### src/rtl/vblank_mem_arbiter.sv
// Single-port RAM arbiter: the display reader owns the port during active video,
// and N_REQ update requesters share it round-robin in bursts inside vertical blank.
module vblank_mem_arbiter #(
  parameter int N_REQ        = 4,
  parameter int ADDR_W       = 16,
  parameter int DATA_W       = 12,
  parameter int MAX_BURST    = 8,
  parameter int WIN_END_LINE = 626
) (
  input  logic                     clk,
  input  logic                     rst_n,
  input  logic [10:0]              vcount,
  input  logic                     vblnk,
  input  logic                     disp_en,
  input  logic [ADDR_W-1:0]        disp_addr,
  input  logic [N_REQ-1:0]         req,
  input  logic [N_REQ-1:0]         req_we,
  input  logic [N_REQ*ADDR_W-1:0]  req_addr,
  input  logic [N_REQ*DATA_W-1:0]  req_wdata,
  output logic [N_REQ-1:0]         gnt,
  output logic                     mem_en,
  output logic                     mem_we,
  output logic [ADDR_W-1:0]        mem_addr,
  output logic [DATA_W-1:0]        mem_wdata,
  output logic                     win_open,
  output logic                     overrun
);

  localparam int IDX_W = (N_REQ > 1) ? $clog2(N_REQ) : 1;
  localparam int CNT_W = $clog2(MAX_BURST + 1);
  localparam logic [CNT_W-1:0] LAST_BEAT = CNT_W'(MAX_BURST - 1);

  typedef enum logic [1:0] {DISPLAY, ARB, GRANT} state_t;

  state_t            state, state_nxt;
  logic [IDX_W-1:0]  rr_ptr, rr_ptr_nxt;
  logic [IDX_W-1:0]  cur, cur_nxt;
  logic [CNT_W-1:0]  beat_cnt, beat_cnt_nxt;
  logic [N_REQ-1:0]  gnt_nxt;
  logic              mem_en_nxt, mem_we_nxt, overrun_nxt;
  logic [ADDR_W-1:0] mem_addr_nxt;
  logic [DATA_W-1:0] mem_wdata_nxt;
  logic              window;
  logic              beat, release_now;

  logic [ADDR_W-1:0] addr_arr  [N_REQ];
  logic [DATA_W-1:0] wdata_arr [N_REQ];

  for (genvar g = 0; g < N_REQ; g++) begin : g_unpack
    assign addr_arr[g]  = req_addr[g*ADDR_W +: ADDR_W];
    assign wdata_arr[g] = req_wdata[g*DATA_W +: DATA_W];
  end

  assign window = vblnk && (vcount <= 11'(WIN_END_LINE));

  // Round-robin pick: lowest requester at or above rr_ptr, else lowest overall (wrap).
  logic             hit_hi, hit_any;
  logic [IDX_W-1:0] pick_hi, pick_any, pick;

  always_comb begin
    hit_hi   = 1'b0;
    hit_any  = 1'b0;
    pick_hi  = '0;
    pick_any = '0;
    for (int i = N_REQ - 1; i >= 0; i--) begin
      if (req[i]) begin
        hit_any  = 1'b1;
        pick_any = IDX_W'(i);
        if (IDX_W'(i) >= rr_ptr) begin
          hit_hi  = 1'b1;
          pick_hi = IDX_W'(i);
        end
      end
    end
    pick = hit_hi ? pick_hi : pick_any;
  end

  always_comb begin
    state_nxt     = state;
    gnt_nxt       = gnt;
    cur_nxt       = cur;
    rr_ptr_nxt    = rr_ptr;
    beat_cnt_nxt  = beat_cnt;
    mem_en_nxt    = 1'b0;
    mem_we_nxt    = 1'b0;
    mem_addr_nxt  = mem_addr;
    mem_wdata_nxt = mem_wdata;
    overrun_nxt   = overrun | (win_open & ~window & (|req));
    beat          = 1'b0;
    release_now   = 1'b0;

    case (state)
      DISPLAY: begin
        gnt_nxt      = '0;
        mem_en_nxt   = disp_en;
        mem_addr_nxt = disp_addr;
        if (window) state_nxt = ARB;
      end
      ARB: begin
        gnt_nxt = '0;
        if (!window) begin
          state_nxt = DISPLAY;
        end else if (hit_any) begin
          gnt_nxt      = N_REQ'(1) << pick;
          cur_nxt      = pick;
          beat_cnt_nxt = '0;
          state_nxt    = GRANT;
        end
      end
      GRANT: begin
        // A beat still goes out on the cycle the window closes.
        beat = req[cur];
        if (beat) begin
          mem_en_nxt    = 1'b1;
          mem_we_nxt    = req_we[cur];
          mem_addr_nxt  = addr_arr[cur];
          mem_wdata_nxt = wdata_arr[cur];
          beat_cnt_nxt  = beat_cnt + 1'b1;
        end
        release_now = !beat || (beat_cnt == LAST_BEAT) || !window;
        if (release_now) begin
          gnt_nxt    = '0;
          rr_ptr_nxt = (cur == IDX_W'(N_REQ - 1)) ? '0 : cur + 1'b1;
          state_nxt  = window ? ARB : DISPLAY;
        end
      end
      default: begin
        gnt_nxt   = '0;
        state_nxt = DISPLAY;
      end
    endcase
  end

  always_ff @(posedge clk or negedge rst_n) begin
    if (!rst_n) begin
      state     <= DISPLAY;
      gnt       <= '0;
      cur       <= '0;
      rr_ptr    <= '0;
      beat_cnt  <= '0;
      mem_en    <= 1'b0;
      mem_we    <= 1'b0;
      mem_addr  <= '0;
      mem_wdata <= '0;
      win_open  <= 1'b0;
      overrun   <= 1'b0;
    end else begin
      state     <= state_nxt;
      gnt       <= gnt_nxt;
      cur       <= cur_nxt;
      rr_ptr    <= rr_ptr_nxt;
      beat_cnt  <= beat_cnt_nxt;
      mem_en    <= mem_en_nxt;
      mem_we    <= mem_we_nxt;
      mem_addr  <= mem_addr_nxt;
      mem_wdata <= mem_wdata_nxt;
      win_open  <= window;
      overrun   <= overrun_nxt;
    end
  end

endmodule

### config.mk
export PLATFORM = sky130hd
export DESIGN_NAME = vblank_mem_arbiter
export DESIGN_NICKNAME = d
export VERILOG_FILES = /design/src/rtl/vblank_mem_arbiter.sv
export SDC_FILE = /design/constraint.sdc
export NUM_CORES = 1
export LEC_CHECK = 0
export CORE_MARGIN = 4
export CORE_UTILIZATION = 36
export DETAILED_ROUTE_END_ITERATION = 7
export PLACE_DENSITY = 0.81
export SYNTH_ARGS = -nofsm -noshare
export SYNTH_HDL_FRONTEND = slang
export SYNTH_SLANG_ARGS = --single-unit
### constraint.sdc
create_clock -name clk -period 2 [get_ports clk]
set_input_delay 0.5 -clock clk [delete_from_list [all_inputs] [get_ports clk]]
set_output_delay 0.5 -clock clk [all_outputs]
set_load 0.03 [all_outputs]
# After elaboration in Yosys (flattened, before gate mapping)
# Index checks and enable logic that the tools add are counted.
# classes
add_sub_neg,2
order_cmp,7
eq_ne,10
shift,1
muxes,56
bitwise,5
reduce_logical,15
# op_table
operator,n
16-bit 2-to-1 mux,3
2-bit 2-to-1 mux,18
16-bit binary-select mux with 2-bit select,1
16-bit one-hot mux with 2 select lines,1
12-bit binary-select mux with 2-bit select,1
12-bit 2-to-1 mux,2
4-bit 2-to-1 mux,6
1-bit 2-to-1 mux,18
4-bit one-hot mux with 2 select lines,2
"11-bit by 10-bit less-or-equal comparator with 1-bit output, second input constant",1
"2-bit != test, second input constant",5
2-bit one-hot mux with 3 select lines,1
2-bit AND reduction,3
3-bit AND reduction,2
"4-bit by 1-bit adder with 4-bit output, second input constant",1
1-bit binary-select mux with 2-bit select,2
"2-bit == test, second input constant",2
"4-bit by 3-bit == test with 1-bit output, second input constant",1
"1-bit by 2-bit greater-or-equal comparator with 1-bit output, first input constant",2
"2-bit greater-or-equal comparator, first input constant",2
4-bit AND reduction,1
2-bit nonzero test,2
4-bit OR reduction,1
"1-bit by 2-bit left shift with 4-bit output, first input constant",1
14 further kinds,17
# word_totals
register_bits,46
in_bits,151
output_inout_bits,36
wordCells,107

# Longest topological paths before layout
# depth
word_depth,14
depth_mapped,6

# Worst setup path before layout
# Ideal clock, no wire load.
# synth_timing
path_type,in2reg
start,in req[3]
end,reg mem_wdata[10]
arrival_time_ns,1.650
required_ns,1.875
setup_slack_ns,0.225
cell_stages,4
path_buffers,1
path_cell_list,mux4_2 nand2_4 buf_6 mux2_2
# synth_via
elab_chain_cells,3
# synth_rtl
element,line_no,source
from (decl),16,"input logic [N_REQ-1:0] req,"
1-bit binary-select mux with 2-bit select,112,beat = req[cur];
1-bit 2-to-1 mux (implied by the code),112,
2-bit AND reduction (no line),n/a,
to (signal assigned),156,mem_wdata <= mem_wdata_nxt;
to (decl),24,"output logic [DATA_W-1:0] mem_wdata,"
# Every way passes these cells. The select of a mux whose other input is x is not followed.
# A chain may end at the register's enable or synchronous reset.

# Worst setup path after layout
# layout_timing
start,in req[1]
end,reg gnt[0]
# layout_via
elab_chain_cells,8
# layout_rtl
element,line_no,source
2-bit 2-to-1 mux or 1-bit 2-to-1 mux (tied branches),66,if (req[i]) begin
2-bit 2-to-1 mux or 1-bit 2-to-1 mux (tied branches),69,if (IDX_W'(i) >= rr_ptr) begin
2-bit 2-to-1 mux or 1-bit 2-to-1 mux (tied branches),66,
2-bit 2-to-1 mux,75,pick = hit_hi ? pick_hi : pick_any;
1-bit by 2-bit left shift with 4-bit output,104,gnt_nxt = N_REQ'(1) << pick;
4-bit 2-to-1 mux,103,end else if (hit_any) begin
4-bit 2-to-1 mux,101,if (!window) begin
4-bit one-hot mux with 2 select lines,92,case (state)
to (signal assigned),149,gnt <= gnt_nxt;
to (decl),20,"output logic [N_REQ-1:0] gnt,"
# Several ways; a longest one is shown, not always the timed one. The select of a mux whose other input is x is not followed.

==> flow_summary.yaml <==
status:
  status: "completed"
placed_design:
  hpwl_um: 7690
  place_congestion: 0.786
  dp_cells: 503
  place_area_mm2: 0.00486
  port_buffers: 186
synthesis:
  ys.flop_type: "dfrtp_1"
  async_reset_ff_frac: 1.00
  syn_avg_cell_area_um2: 13.1
  netlist_instances: 214
  yosys_warnings: 0
  ys_seq_elements: 46
  synth_area_leaders: "dfrtp_1 (41%), mux4_2 (24%), mux2i_1 (6.4%)"
  ys_types: 41
  synth-edff-count: 0
  syn_area_mm2: 0.00280
  synth_seq_area_share: 0.412
  syn_nets: 367
  synth_top_area_share: 0.412
  synth_top_area_cell: "dfrtp_1"
min_path:
  min-delay-start: "mem_addr[12]"
  holdCritPathClass: "register to register"
global_routing:
  grt_max_degree: 45
  antenna_found_initial: 0
  track_usage: 0.196
  grt_remaining_overflow: 0
  grt_pass1_wl_um: 13800
  grt_pass1_vias: 2860
power:
  power.switching_mw: 1.05
  power_density_mw_per_mm2: 671
  power.share.clock: 0.208
  p_seq_frac: 0.340
  internal_power_mw: 2.30
  cellLeakagePower_nw: 1.92
  combPwrFrac: 0.451
  ir_drop_v: 0.000414
  sw_frac_of_total: 0.313
worst_setup_path:
  worst-setup-path-type: "primary input to register"
  r2r_setup_slack_ps: 270
  arrival_ps: 2140
  max_stage_delay_ps: 610
  crit_chain: "clkdlybuf4s50_1 > mux4_2 > nand2_2 > nor4_2 > buf_4 > a32o_1"
  cp-start-kind: "primary input"
  end_kind: "register"
  crit_start: "req[1]"
  timing.rr.start: "state[0]"
  critPathRequiredTime_ps: 2190
  slowest_stage: "mux4_2"
  crit_fanout: 5
drt:
  first_iter_violations: 65
  drcViolationCount: 0
  antenna_left: 0
  viasPerCell: 5.11
  routed_wl_um: 9270
  first_pass_iters: 4
  drt-wirelength-per-cell_um: 18.1
  route.vias.total: 2617
timing:
  grt_setup_unrepaired: "no"
  slew_headroom: 0.725
  maxSlewViolCount: 0
  tightest_slew_ps: 411
  fmax_mhz: 512
  fin_skew_ps: 3.03
  setup_violations: 0
  period_share: 0.976
  fin_setup_tns_ps: 0
  holdWs_ps: 483
  finalHoldViolCount: 0
  min_period_ps: 1950
cells_and_area:
  drive_gt1_frac: 0.191
  layout_common_cells: "clkdlybuf4s50_1 (185), dfrtp_1 (45), mux4_2 (30)"
  stdcell_area_mm2: 0.00499
  postLayoutCoreUtil: 0.674
  diodes: 0
  layout.nets: 565
  layout_commonest_cell: "clkdlybuf4s50_1"
  stdcell_count: 512
  syn2layout_area_growth_pct: 78.6
floorplan:
  die_w_um: 96.1
  core_area_mm2: 0.00741
  rows: 31
  ios: 187
  die-area_mm2: 0.00924
  start_util: 0.377
  dieHeight_um: 96.1
clock_network:
  cts_tree: "built"
  cts_buffers: 5
  htreeDepth: 2
  clkLatencyLatePin_ps: 300
  ctsLongestPathBuffers: 2
  post-cts-setup-buffers: 0
  root_buffer: "clkbuf_8"
  clock-sinks: 46
  cts.clk_slew.worst_paths_ps: 90
flow_run:
  max_cap_violations: 0
critical path: cells and delay by family:
kind            cells  cell delay, ps
mux                 1             610
compound gates      1             200
buf+inv             2             640
simple gates        2             180
power by group through the flow:
stage / Clock [mW] / Sequential (mW) / Combinational, mW
3_3_place_gp: 0 / 1.15 / 1.49
5_1_grt: 0.756 / 1.16 / 1.62
6_report: 0.698 / 1.14 / 1.51
2_1_floorplan: 0 / 1.31 / 0.672
4_1_cts: 0.715 / 1.14 / 1.53
3_5_place_dp: 0 / 1.16 / 1.52
stage by stage:
stage	total power, mW	worst slack, ps
after global routing	3.53	20.4
after floorplan	1.99	225
final	3.35	48.0
after detailed placement	2.68	-305
after CTS	3.38	22.8
after global placement	2.64	-229
cells in the mapped netlist (2+ instances only):
cell type,count
a211o_1,2
a32o_1,2
and3_1,2
buf_2,6
buf_4,2
buf_6,2
clkbuf_1,4
dfrtp_1,46
ha_1,2
inv_1,2
mux2_2,14
mux2i_1,18
mux4_2,30
nand2_1,18
nand2b_1,2
nand3_1,6
nor2_1,9
nor2b_1,2
o211ai_1,2
o21ai_0,20
o2bb2ai_1,3
final cells by class:
type / count / area (µm²)
fillers: 568 / 2410
repair buffers: 206 / 2030
multi-input cells: 151 / 1570
flip-flops and latches: 46 / 1150
well taps: 99 / 124
clock buffers: 6 / 72.6
clock inverters: 2 / 37.5
inverters: 2 / 7.51
registers in the layout, indices dropped and copies added, names as in the netlist:
register   flops
cur            2
mem_addr      16
state          2
gnt            4
overrun        1
mem_we         1
rr_ptr         2
mem_en         1
win_open       1
beat_cnt       4
mem_wdata     12
worst paths after layout:
path	cells past startpoint	endpoint
max	6	gnt[0]
max reg2reg	4	mem_addr[15]
max in group asynchronous	3	cur[0]
min	2	mem_addr[12]
min in group asynchronous	2	mem_addr[0]
min reg2reg	2	mem_addr[12]
repair_timing:
item / 4_1_cts / 5_1_grt
resized for setup: 0 / 2
hold buffers: 1 / 0
endpoints found under the setup margin: 0 / 12
endpoints found under the hold margin: 2 / 0
logic make-up (layout without fill, tap and decap cells):
group,count (synthesis),in the layout,synth area share
XOR/XNOR,1,1,0.00313
AND/OR/NAND/NOR,47,47,0.0846
buffers and inverters,17,216,0.0336
adder cells (fa/ha/maj),2,2,0.00895
multiplexers,62,62,0.363
flip-flops,46,46,0.412
AO/OA/AOI/OAI,39,39,0.0953
layer usage:
layer	global-route usage	wire length, µm	vias up
met5	0	0	-
met4	0.0427	104	0
met3	0.0688	1040	11
met2	0.359	4890	131
met1	0.217	3240	1247
li1	-	-	1228
Power figures use the tool's default switching activity.
